<file path="config.mk">
export PLATFORM = sky130hd
export DESIGN_NAME = iram_fetch_arbiter
export DESIGN_NICKNAME = d
export VERILOG_FILES = /design/src/rtl/iram_arb_pkg.sv /design/src/rtl/rr_arbiter.sv /design/src/rtl/iram_fetch_arbiter.sv
export SDC_FILE = /design/constraint.sdc
export NUM_CORES = 1
export LEC_CHECK = 0
export ABC_AREA = 0
export CAP_MARGIN = 5
export CORE_MARGIN = 8
export CORE_UTILIZATION = 30
export DETAILED_ROUTE_END_ITERATION = 7
export HOLD_SLACK_MARGIN = 0.06
export PLACE_DENSITY = 0.6
export RECOVER_POWER = 50
export SYNTH_ARGS = -nofsm -noshare
export SYNTH_HDL_FRONTEND = slang
export SYNTH_HIERARCHICAL = 1
export SYNTH_SLANG_ARGS = --single-unit
</file>
<file path="constraint.sdc">
create_clock -name clk -period 4.9 [get_ports clk]
set_input_delay 1.47 -clock clk [delete_from_list [all_inputs] [get_ports clk]]
set_output_delay 1.47 -clock clk [all_outputs]
set_load 0.005 [all_outputs]
</file>
<file path="src/rtl/iram_arb_pkg.sv">
// -----------------------------------------------------------------------------
// iram_arb_pkg
// Shared defaults and helpers for the IRAM fetch arbiter.
//   DEF_*      : default parameter values for the arbiter and its sub-module
//   MAX_CORES  : largest supported core count; sizes the one-hot helper
//   onehot_to_idx : converts a one-hot vector (up to MAX_CORES bits) to an index
// -----------------------------------------------------------------------------
package iram_arb_pkg;

  localparam int DEF_NUM_CORES = 4;
  localparam int DEF_ADDR_W    = 16;
  localparam int DEF_DATA_W    = 16;
  localparam int DEF_CNT_W     = 16;

  localparam int MAX_CORES     = 8;
  localparam int MAX_IDX_W     = 3;

  // OR-reduction of set bit positions: exact for one-hot input, 0 for all-zero.
  function automatic logic [MAX_IDX_W-1:0] onehot_to_idx(input logic [MAX_CORES-1:0] oh);
    logic [MAX_IDX_W-1:0] idx;
    idx = '0;
    for (int i = 0; i < MAX_CORES; i++) begin
      if (oh[i]) idx |= MAX_IDX_W'(i);
    end
    return idx;
  endfunction

endpackage

</file>
<file path="src/rtl/rr_arbiter.sv">
// -----------------------------------------------------------------------------
// rr_arbiter
// Round-robin arbiter with the rotating priority pointer held inside.
//   clk, rst_n : clock, asynchronous active-low reset (pointer -> 0)
//   eligible   : NUM_CORES-wide request vector (already masked by core enable)
//   gnt        : one-hot grant, combinational from eligible and the pointer
//   idx        : binary index of the granted core (0 when no grant)
// The pointer names the highest-priority core; after a grant to core k it
// moves to k+1 (mod NUM_CORES), otherwise it holds.
// -----------------------------------------------------------------------------
module rr_arbiter
  import iram_arb_pkg::*;
#(
  parameter int NUM_CORES = DEF_NUM_CORES,
  parameter int IDX_W     = (NUM_CORES > 1) ? $clog2(NUM_CORES) : 1
) (
  input  logic                 clk,
  input  logic                 rst_n,
  input  logic [NUM_CORES-1:0] eligible,
  output logic [NUM_CORES-1:0] gnt,
  output logic [IDX_W-1:0]     idx
);

  // One extra bit so ptr + offset never wraps before the modulo correction.
  localparam logic [IDX_W:0] N_EXT = (IDX_W+1)'(NUM_CORES);

  logic [IDX_W-1:0]     ptr_q, ptr_d;
  logic [IDX_W:0]       scan;
  logic [IDX_W-1:0]     cand;
  logic                 found;
  logic [MAX_CORES-1:0] gnt_ext;

  // Scan ptr, ptr+1, ... modulo NUM_CORES; the first eligible core wins.
  always_comb begin
    // NOTE: every signal written here gets a default first, so no path can
    // leave it unassigned and infer a latch.
    gnt   = '0;
    found = 1'b0;
    scan  = '0;
    cand  = '0;
    for (int i = 0; i < NUM_CORES; i++) begin
      scan = {1'b0, ptr_q} + (IDX_W+1)'(i);
      if (scan >= N_EXT) scan = scan - N_EXT;
      cand = scan[IDX_W-1:0];
      if (!found && eligible[cand]) begin
        found     = 1'b1;
        gnt[cand] = 1'b1;
      end
    end
  end

  always_comb begin
    gnt_ext                = '0;
    gnt_ext[NUM_CORES-1:0] = gnt;
    idx                    = IDX_W'(onehot_to_idx(gnt_ext));
  end

  always_comb begin
    ptr_d = ptr_q;
    if (|gnt) begin
      ptr_d = (idx == IDX_W'(NUM_CORES - 1)) ? '0 : idx + IDX_W'(1);
    end
  end

  // NOTE: state registers use non-blocking assignments so every flop samples
  // the pre-edge value of its inputs regardless of process ordering.
  always_ff @(posedge clk or negedge rst_n) begin
    if (!rst_n) ptr_q <= '0;
    else        ptr_q <= ptr_d;
  end

endmodule

</file>
<file path="src/rtl/iram_fetch_arbiter.sv">
// -----------------------------------------------------------------------------
// iram_fetch_arbiter
// Shares one single-port, 1-cycle-latency instruction RAM among NUM_CORES
// fetch units, one fetch per cycle, fully pipelined.
//   clk, rst_n  : clock, asynchronous active-low reset
//   core_en     : per-core enable; disabled cores are never granted
//   req         : per-core fetch request
//   req_addr    : flattened request addresses, core k at [k*ADDR_W +: ADDR_W]
//   gnt         : one-hot grant, combinational (address sampled this cycle)
//   rvalid      : one-hot, registered; read data valid for that core
//   rdata       : returned instruction word, broadcast, qualified by rvalid
//   iram_addr   : IRAM address, granted core's address or 0
//   iram_rdata  : IRAM data output (registered inside the IRAM)
//   clr_cnt     : synchronous clear of all fetch counters (beats increment)
//   fetch_cnt   : flattened saturating per-core grant counters
// -----------------------------------------------------------------------------
module iram_fetch_arbiter
  import iram_arb_pkg::*;
#(
  parameter int NUM_CORES = DEF_NUM_CORES,
  parameter int ADDR_W    = DEF_ADDR_W,
  parameter int DATA_W    = DEF_DATA_W,
  parameter int CNT_W     = DEF_CNT_W
) (
  input  logic                        clk,
  input  logic                        rst_n,
  input  logic [NUM_CORES-1:0]        core_en,
  input  logic [NUM_CORES-1:0]        req,
  input  logic [NUM_CORES*ADDR_W-1:0] req_addr,
  output logic [NUM_CORES-1:0]        gnt,
  output logic [NUM_CORES-1:0]        rvalid,
  output logic [DATA_W-1:0]           rdata,
  output logic [ADDR_W-1:0]           iram_addr,
  input  logic [DATA_W-1:0]           iram_rdata,
  input  logic                        clr_cnt,
  output logic [NUM_CORES*CNT_W-1:0]  fetch_cnt
);

  localparam int IDX_W = (NUM_CORES > 1) ? $clog2(NUM_CORES) : 1;

  logic [NUM_CORES-1:0] eligible;
  logic [IDX_W-1:0]     gnt_idx;

  logic                 rsp_v_q, rsp_v_d;
  logic [IDX_W-1:0]     rsp_id_q, rsp_id_d;

  logic [CNT_W-1:0]     cnt_q [NUM_CORES];
  logic [CNT_W-1:0]     cnt_d [NUM_CORES];

  // ---------------------------------------------------------------------------
  // Arbitration
  // ---------------------------------------------------------------------------
  assign eligible = req & core_en;

  rr_arbiter #(
    .NUM_CORES (NUM_CORES),
    .IDX_W     (IDX_W)
  ) u_rr_arbiter (
    .clk      (clk),
    .rst_n    (rst_n),
    .eligible (eligible),
    .gnt      (gnt),
    .idx      (gnt_idx)
  );

  // ---------------------------------------------------------------------------
  // Address mux: grant is one-hot, so at most one slice is selected.
  // ---------------------------------------------------------------------------
  always_comb begin
    iram_addr = '0;
    for (int k = 0; k < NUM_CORES; k++) begin
      if (gnt[k]) iram_addr = req_addr[k*ADDR_W +: ADDR_W];
    end
  end

  // ---------------------------------------------------------------------------
  // Response stage: remembers who was granted so the IRAM word returned one
  // cycle later is tagged for the right core.
  // ---------------------------------------------------------------------------
  always_comb begin
    rsp_v_d  = |gnt;
    rsp_id_d = gnt_idx;
  end

  always_ff @(posedge clk or negedge rst_n) begin
    if (!rst_n) begin
      rsp_v_q  <= 1'b0;
      rsp_id_q <= '0;
    end else begin
      rsp_v_q  <= rsp_v_d;
      rsp_id_q <= rsp_id_d;
    end
  end

  always_comb begin
    rvalid = '0;
    for (int k = 0; k < NUM_CORES; k++) begin
      rvalid[k] = rsp_v_q && (rsp_id_q == IDX_W'(k));
    end
  end

  // Gated so the broadcast bus is a known value even before the IRAM output
  // has ever been loaded.
  assign rdata = rsp_v_q ? iram_rdata : '0;

  // ---------------------------------------------------------------------------
  // Per-core saturating fetch counters; clear wins over increment.
  // ---------------------------------------------------------------------------
  always_comb begin
    for (int k = 0; k < NUM_CORES; k++) begin
      cnt_d[k] = cnt_q[k];
      if (clr_cnt)                          cnt_d[k] = '0;
      else if (gnt[k] && (cnt_q[k] != '1))  cnt_d[k] = cnt_q[k] + CNT_W'(1);
    end
  end

  // NOTE: the counter array is a bank of flops, not a RAM, so it is reset
  // explicitly; a true memory array would be left out of the reset branch.
  always_ff @(posedge clk or negedge rst_n) begin
    if (!rst_n) begin
      for (int k = 0; k < NUM_CORES; k++) cnt_q[k] <= '0;
    end else begin
      for (int k = 0; k < NUM_CORES; k++) cnt_q[k] <= cnt_d[k];
    end
  end

  always_comb begin
    for (int k = 0; k < NUM_CORES; k++) begin
      fetch_cnt[k*CNT_W +: CNT_W] = cnt_q[k];
    end
  end

endmodule

</file>
==> results of run 1 <==
[final timing paths]
path / startpoint / to / slack (ps) / depth (start not counted)
min in group asynchronous: rst_n / fetch_cnt[31] / 1820 / 1
min: fetch_cnt[15] / fetch_cnt[15] / 530 / 1
max in group asynchronous: rst_n / fetch_cnt[29] / 1290 / 2
max: core_en[2] / iram_addr[0] / -340 / 13
max reg2reg: u_rr_arbiter/ptr_q[0] / u_rr_arbiter/ptr_q[1] / 880 / 21
min reg2reg: fetch_cnt[15] / fetch_cnt[15] / 530 / 1
[cell usage after synthesis, drive strengths merged, types with 17 or more instances]
master	instances
nor2	44
o21ai	20
a21oi	45
and2	21
clkbuf	23
or4	20
dfrtp	69
nor3	17
nand2	54
o31ai	31
nand4	25
[metrics by stage]
stage / power (mW) / hold slack (ps) / utilization [%] / cell area, µm²
4_1_cts: 3.90 / 537 / 50.2 / 7910
2_1_floorplan: 1.78 / 504 / - / 4930
3_3_place_gp: 2.85 / 541 / 45.9 / 7240
6_report: 4.17 / 534 / 51.3 / 8100
3_5_place_dp: 2.88 / 527 / 45.9 / 7240
5_1_grt: 4.43 / 577 / 51.3 / 8100
[per-layer routing]
metal  up-vias  wire length, µm
met1      2697             7940
met5         -                0
li1       2659                -
met4         0              371
met3        26             1310
met2       215             9190
[registers in the layout, summed over array words and instances (netlist names)]
name	flops
u_rr_arbiter/ptr_q	2
rsp_v_q	1
fetch_cnt	64
rsp_id_q	2
[power by group through the flow]
stage / combinational [mW] / sequential, mW / clock [mW]
floorplan: 1.10 / 0.684 / 0
CTS: 2.57 / 0.694 / 0.632
detailed placement: 2.18 / 0.703 / 0
finish: 2.87 / 0.690 / 0.614
global placement: 2.15 / 0.700 / 0
global route: 3.08 / 0.702 / 0.651
[final cells by class]
class / count / area (µm²) / share of cell area [%]
repair buffers: 264 / 2520 / 31.2
multi-input cells: 456 / 3270 / 40.3
flip-flops and latches: 69 / 1730 / 21.3
well taps: 216 / 270 / 3.34
clock inverters: 1 / 5.00 / 0.0618
inverters: 10 / 37.5 / 0.464
clock buffers: 15 / 268 / 3.31
[cells by family (layout without fill, tap and decap cells)]
family          after synthesis  count (layout)  synth area share [%]
compound gates              144             144                  20.0
fa+ha+maj                    12              12                  3.12
buf+inv                      40             290                  3.35
flops                        69              69                  35.9
mux                          18              18                  4.58
simple gates                282             282                  33.0
[repair_timing]
action                                 in CTS  in global routing
buffers inserted                           30                 14
resized for setup                         139                 23
endpoints found under the hold margin       0                  0
hold buffers                                0                  0
gates cloned                                2                  1
pin swaps                                  12                 16
setup endpoints to repair                  20                 23
==> impl_metrics.toml, run 1 <==
[logic_synthesis]
synth_edf_count = 0
yosys-top-cells-area = "dfrtp_1 36%, o31ai_1 4.8%, a21oi_1 4.7%"
synthesis.area_um2 = 4810
ys_types = 58
postSynthAreaPerCell_um2 = 8.52
ys_ff_latch = 69
syn_nets = 668
synthCells = 565
async_reset_ff_share_pct = 100
ys_warn_count = 6
synth_top_area_share_pct = 35.9
synth_top_area_cell = "dfrtp_1"
synth-main-ff-cell = "dfrtp_1"
ys_seq_area_share_pct = 35.9

[layout]
finalNetCount = 913
antennaDiodeCount = 0
final_common_cell = "clkdlybuf4s50_1"
nFillCells = 1474
fin_cells = 1031
drive_gt1_share_pct = 22.0
final_cell_mix = "122 x clkdlybuf4s50_1, 69 x dfrtp_1, 52 x nand2_1"
syn2layout_area_growth_pct = 68.3

[sta]
timing.final.crit_share_pct = 107
rsz0062_at_grt = "yes"
worstMarginPinSlew_ps = 2300
layout_setup_ws_ps = -344
min_period_ps = 5240
finClkSkew_ps = 6.88
tns_ps = -4880
fmax_ghz = 0.191
slew_viol_final = 41
finalHoldViolations = 0
setup_viol = 18
relSlewSlack_pct = -53.5

[die]
rows = 46
initial_core_util_pct = 30.5
die-area_um2 = 20300
coreArea_um2 = 15800
die_y_um = 143
pin_count = 195
die_w_um = 143

[placed_design]
dp_hpwl_mm = 13.5
dp_cells = 975
place_congestion = 0.896
pre_cts_slack_ps = -1030
io_buffer_count = 194

[critical_path]
critical_path_class = "input pin to primary output"
start_kind = "input pin"
cpPeakStageDelay_ps = 560
crit_family = "buffers and inverters"
cp_max_fo = 7
crit_top_cell = "buf_6"
crit_required_ps = 3430
crit_slowest_cell = "mux4_2"
crit_buf_inv = 5
crit_path_end_kind = "primary output"
arrival_ps = 3770
crit_path_cell_trace = "buf_6 -> and2_4 -> mux4_2 -> nand2_2 -> o21ai_2 -> a221o_1 -> buf_6 -> nor2b_4 -> buf_12 -> buf_4 -> a221oi_2 -> o31ai_1 -> buf_2"

[clocking]
max-clock-path-buffers = 2
cts_tree = "done"
cts_max_level = 3
clock_latency_ps = 340
cts_made_buffers = 9
clock_sinks = 69
cts-root-buf = "clkbuf_16"
path_clk_slew_ps = 60

[flow_run]
drv_cap = 1

[global_routing]
grt_pass1_vias = 5569
grt.total_usage_pct = 18.1
grt_use_met2_pct = 30.6
grt_first_pass_wirelength_mm = 29.8
grt_max_degree = 67
met3_usage_pct = 4.11
overflow = 0
top_usage_layer = "met2"
grtUsageMet1_pct = 21.9
antenna_found_initial = 0

[routing]
drt_wl_total_mm = 18.8
drt_pass1_iterations = 5
ant_nets = 0
drt_iter0_drc = 266
drc = 0
wire_per_inst_um = 18.2
vias_per_cell = 5.43
vias = 5597

[pwr]
netSwitchingFraction_pct = 38.3
pwr-share-seq_pct = 16.5
p_leak_nw = 3.32
p_sw_mw = 1.60
p_comb_share_pct = 68.7
ir_worst_vdd_v = 0.000364
pwr-share-clk_pct = 14.7
p_int_mw = 2.57
p_per_area_nw_per_um2 = 515

[outcome]
violations = "capacitance limit, slew limit, setup timing"
status = "complete, but fails checks"

[hold_path]
hp-class = "register to register"
Power figures use the tool's default switching activity.
==> run 2: changes to the inputs <==
CORE_UTILIZATION = 40   (was 30)
PLACE_DENSITY = 0.77   (was 0.6)
==> run 2 against run 1 <==
  * The run still ends with capacitance limit, slew limit, setup timing left
  * Flip-flop and latch count unchanged
  * Non-clock buffer count down 16
  * Core utilization is 15 points higher
  * Setup slack got worse by 29 ps
  * Global-route usage up 4.3 points
  * Via count up 1.7%
  * Total power shrank 4.0%
  * Cell count shrank 8.2%
  * Wire length is 0.16% higher
  * Sequential power barely moved
==> impl_metrics.toml, run 2 (synthesized netlist as in run 1, its figures left out) <==
[outcome]
status = "complete, but fails checks"
violations = "capacitance limit, slew limit, setup timing"

[critical_path]
arrival_ps = 3800
crit_path_end_kind = "primary output"
cp_max_fo = 6
crit_required_ps = 3430
crit_slowest_cell = "mux4_2"
crit_buf_inv = 5
crit_family = "compound AO/OA/AOI/OAI gates"
crit_path_cell_trace = "buf_6 -> and2_4 -> mux4_2 -> buf_6 -> a211oi_4 -> a221o_1 -> nor2b_4 -> buf_6 -> buf_12 -> a221oi_4 -> o31ai_2 -> buf_2"
cpPeakStageDelay_ps = 520
start_kind = "input pin"
crit_top_cell = "buf_6"
critical_path_class = "input pin to primary output"

[clocking]
clock_latency_ps = 330
cts_max_level = 3
max-clock-path-buffers = 2
cts_tree = "done"
cts-root-buf = "clkbuf_16"
path_clk_slew_ps = 60
clock_sinks = 69
cts_made_buffers = 9

[layout]
final_common_cell = "clkdlybuf4s50_1"
final_cell_mix = "122 x clkdlybuf4s50_1, 69 x dfrtp_1, 53 x nand2_1"
finalNetCount = 897
register_area_um2 = 1730
multi_input_area_um2 = 3230
antennaDiodeCount = 0
largest_reg_flops = 64
drive_gt1_share_pct = 20.0
syn2layout_area_growth_pct = 63.9
postLayoutCoreUtil_pct = 66.5
final_area_um2 = 7890
nFillCells = 930

[global_routing]
met3_usage_pct = 4.47
antenna_found_initial = 0
grt_pass1_vias = 5536
top_usage_layer = "met2"
grt_use_met2_pct = 39.9
overflow = 0
grt_first_pass_wirelength_mm = 28.9
grt.total_usage_pct = 22.3
grtUsageMet1_pct = 25.7
grt_max_degree = 47

[sta]
fmax_ghz = 0.190
timing.final.crit_share_pct = 108
setup_viol = 17
worstMarginPinSlew_ps = 1870
finClkSkew_ps = 7.55
relSlewSlack_pct = -24.5
finalHoldViolations = 0
min_period_ps = 5270
hold_slack_ps = 544
layout_setup_ws_ps = -373
slew_viol_final = 34
rsz0062_at_grt = "yes"

[die]
coreArea_um2 = 11900
die_w_um = 126
rows = 40
die-area_um2 = 15800
pin_count = 195
initial_core_util_pct = 40.6
die_y_um = 126

[routing]
drc = 0
ant_nets = 0
drt_wl_total_mm = 18.8
vias = 5692
drt_pass1_iterations = 7
drt_iter0_drc = 453
wire_per_inst_um = 19.9
vias_per_cell = 6.02

[pwr]
p_leak_nw = 3.21
ir_worst_vdd_v = 0.000221
p_per_area_nw_per_um2 = 508
finalPower_mw = 4.00

[hold_path]
hp-class = "register to register"

[placed_design]
io_buffer_count = 194
dpl-instance-area_um2 = 7200
dp_hpwl_mm = 13.6
place_congestion = 0.894

[flow_run]
drv_cap = 1
## run 2: cell types whose count changed in the layout (fill, tap and decap cells not counted), moves of 3 or more
cell      before  now
buf_4         51   33
a221oi_2       6   11
a221oi_4       9    4
o31ai_4        0    5
o31ai_2       13    9
a21oi_1       45   42
a21oi_2        0    3
buf_8          0    3
## run 2: final timing paths
check | start | slack [ps] | to | depth (start not counted)
worst min register to register | fetch_cnt[15] | 540 | fetch_cnt[15] | 1
min in group asynchronous | rst_n | 1640 | fetch_cnt[12] | 1
worst max-delay path | core_en[1] | -370 | iram_addr[4] | 12
worst min-delay path | fetch_cnt[15] | 540 | fetch_cnt[15] | 1
max in group asynchronous | rst_n | 1240 | fetch_cnt[34] | 2
worst max register to register | u_rr_arbiter/ptr_q[1] | 1180 | fetch_cnt[31] | 15
## run 2: what timing repair did
action                                  in CTS  in global routing
cloned                                       2                  1
setup buffers                               14                  5
pin swaps                                   18                  9
hold buffers                                 0                  0
resized for setup                          144                 14
endpoints found under the setup margin      20                 20
## run 2: layout make-up
| cell class | count | area share, % |
|---|---|---|
| sequential | 69 | 21.9 |
| clock inverter | 4 | 0.286 |
| inverter | 10 | 0.476 |
| timing repair buffer | 248 | 30.8 |
| tap | 147 | 2.33 |
| multi-input combinational | 456 | 41.0 |
| clock buffer | 12 | 3.25 |
## run 2: layer usage
metal  vias to the layer above  routed length [µm]  part of all wire, %
li1                       2633                   -                    -
met2                       244                9590                   51
met4                         0                 443                  2.4
met1                      2774                7550                   40
met5                         -                   0                    0
met3                        41                1260                  6.7
## run 2: stage by stage
| step | instances | TNS [ps] | worst slack (ps) |
|---|---|---|---|
| after floorplan | 565 | -31.9 | -4.17 |
| after global placement | 912 | -16450 | -997 |
| after detailed placement | 912 | -17910 | -1070 |
| after CTS | 942 | -3800 | -326 |
| after global routing | 946 | -6210 | -431 |
| final | 946 | -4640 | -373 |
## run 2: report_power, final
part           internal [mW]  total [mW]  switching [mW]
logic                   1.45        2.70            1.24
clock network          0.368       0.614           0.246
registers              0.620       0.691          0.0718
total                   2.44        4.00            1.56
==> run 3: changes to the inputs <==
CORE_ASPECT_RATIO = 1.25   (was default)
CORE_MARGIN = 4   (was 8)
REMOVE_ABC_BUFFERS = 1   (was default)
==> run 3 against run 2 <==
  * The flow still finishes with violations (capacitance limit, slew limit, setup timing)
  * Cell count increased by 3.4%
  * Clock power rose by 1%
  * Sequential share of layout area fell by 0.30 points
  * First-iteration DRC count down 48%
  * Setup slack worse by 68 ps
  * Global-route usage rose by 1.7 points
  * Core utilization up 2.0 points
  * Flip-flop and latch count unchanged
  * Critical path type unchanged
  * Critical endpoint is now iram_addr[9]
  * Largest cell class unchanged
==> impl_metrics.toml, run 3 (synthesized netlist as in run 1, its figures left out) <==
[outcome]
status = "complete, but fails checks"
violations = "capacitance limit, slew limit, setup timing"

[pwr]
pwr-share-clk_pct = 15.4
pwr-share-seq_pct = 17.2
ir_worst_vdd_v = 0.000414
finalPower_mw = 4.04
p_leak_nw = 3.31
p_comb_share_pct = 67.4
netSwitchingFraction_pct = 38.0
p_sw_mw = 1.53
p_per_area_nw_per_um2 = 505
p_int_mw = 2.50

[sta]
hold_slack_ps = 538
slew_viol_final = 39
timing.final.crit_share_pct = 109
fmax_ghz = 0.187
relSlewSlack_pct = -41.7
rsz0062_at_grt = "yes"
worstMarginPinSlew_ps = 2130
finClkSkew_ps = 6.69
finalHoldViolations = 0
layout_setup_ws_ps = -441
min_period_ps = 5340
setup_viol = 18

[layout]
final_cell_mix = "121 x clkdlybuf4s50_1, 69 x dfrtp_1, 47 x nand2_1"
antennaDiodeCount = 0
final_common_cell = "clkdlybuf4s50_1"
finalNetCount = 916
fin_cells = 978
syn2layout_area_growth_pct = 66.2
largest_reg_flops = 64
drive_gt1_share_pct = 22.4

[global_routing]
grt_max_degree = 42
grt_first_pass_wirelength_mm = 27.1
antenna_found_initial = 0
grt_pass1_vias = 5574
overflow = 0
grt.total_usage_pct = 24.0

[critical_path]
crit_slowest_cell = "mux4_2"
crit_top_cell = "buf_6"
reg2reg_to = "fetch_cnt[27]"
start_kind = "input pin"
rrSetupSlack_ps = 1070
arrival_ps = 3870
reg2reg_from = "u_rr_arbiter/ptr_q[0]"
cpPeakStageDelay_ps = 510
critical_path_class = "input pin to primary output"
crit_path_cell_trace = "buf_6 -> and2_4 -> mux4_2 -> buf_6 -> a211oi_4 -> a221o_1 -> nor2b_4 -> buf_6 -> buf_4 -> buf_6 -> a221oi_4 -> o31ai_4 -> buf_2"
cp_max_fo = 5
r2r_cells = 15
crit_path_end_kind = "primary output"
crit_buf_inv = 6
crit_family = "compound AO/OA/AOI/OAI gates"
crit_required_ps = 3430

[die]
pin_count = 195
initial_core_util_pct = 41.2
die_w_um = 106
die-area_um2 = 13900
coreArea_um2 = 11700
die_y_um = 131
rows = 44

[hold_path]
hold_start = "fetch_cnt[47]"
hp-class = "register to register"
hold_path_depth = 1
min_to = "fetch_cnt[47]"

[routing]
ant_nets = 0
drt_iter0_drc = 236
wire_per_inst_um = 17.6
drt_pass1_iterations = 5
vias_per_cell = 5.85
vias = 5724
drt_wl_total_mm = 17.2
drc = 0

[clocking]
cts_tree = "done"
clock_latency_ps = 330
clock_sinks = 69
max-clock-path-buffers = 2
path_clk_slew_ps = 50
cts-root-buf = "clkbuf_16"
cts_max_level = 3
cts_made_buffers = 9

[placed_design]
dp_cells = 936
place_congestion = 0.891
dp_hpwl_mm = 12.1
io_buffer_count = 194

[flow_run]
drv_cap = 1
-- run 3: cell types whose count changed in the layout (fill, tap and decap cells not counted), moves of 6 or more --
cell / previous run / this run
o31ai_1: 17 / 25
nand2_2: 1 / 7
nand2_1: 53 / 47
buf_4: 33 / 42
buf_6: 12 / 25
-- run 3: routing by layer --
layer	global-route usage [%]	vias up	share of wire, %
met5	0	-	0
met4	8.92	0	2.7
met3	4.77	37	6.3
met2	43.3	237	51
met1	28.4	2775	40
li1	-	2675	-
-- run 3: worst max-delay path by stage --
stage | startpoint | to | slack, ps | cells after the start
final | core_en[1] | iram_addr[9] | -440 | 13
after global routing | core_en[1] | iram_addr[9] | -510 | 13
after CTS | core_en[1] | iram_addr[3] | -340 | 14
after detailed placement | req[1] | iram_addr[9] | -1040 | 12
after global placement | req[1] | iram_addr[3] | -960 | 12
after floorplan | req[3] | iram_addr[0] | -530 | 8
-- run 3: through the flow --
step           cell area (µm²)  setup slack, ps  util, %  TNS (ps)
3_3_place_gp              7190             -962     61.6    -16050
2_1_floorplan             4690             -526        -     -8010
6_report                  8000             -441     68.5     -5840
3_5_place_dp              7190            -1040     61.6    -17770
5_1_grt                   8000             -506     68.5     -7260
4_1_cts                   7870             -336     67.4     -4310
-- run 3: cell type report --
type	count	area, µm²
timing repair buffer	267	2560
clock inverter	5	52.6
fill	930	3670
inverter	10	40.0
clock buffer	10	229
sequential	69	1730
multi-input combinational	456	3180
tap	161	201
-- run 3: power by group through the flow --
stage / combinational, mW / sequential (mW) / clock (mW)
6_report: 2.72 / 0.693 / 0.623
5_1_grt: 2.89 / 0.702 / 0.660
4_1_cts: 2.54 / 0.693 / 0.636
3_5_place_dp: 2.13 / 0.702 / 0
3_3_place_gp: 2.07 / 0.700 / 0
2_1_floorplan: 0.852 / 0.697 / 0
-- run 3: timing repair --
action | in CTS | in global routing
setup buffers | 21 | 9
hold buffers | 0 | 0
setup endpoints to repair | 20 | 20
gates resized for setup | 161 | 34
pin swaps | 36 | 17
gates cloned | 3 | 0
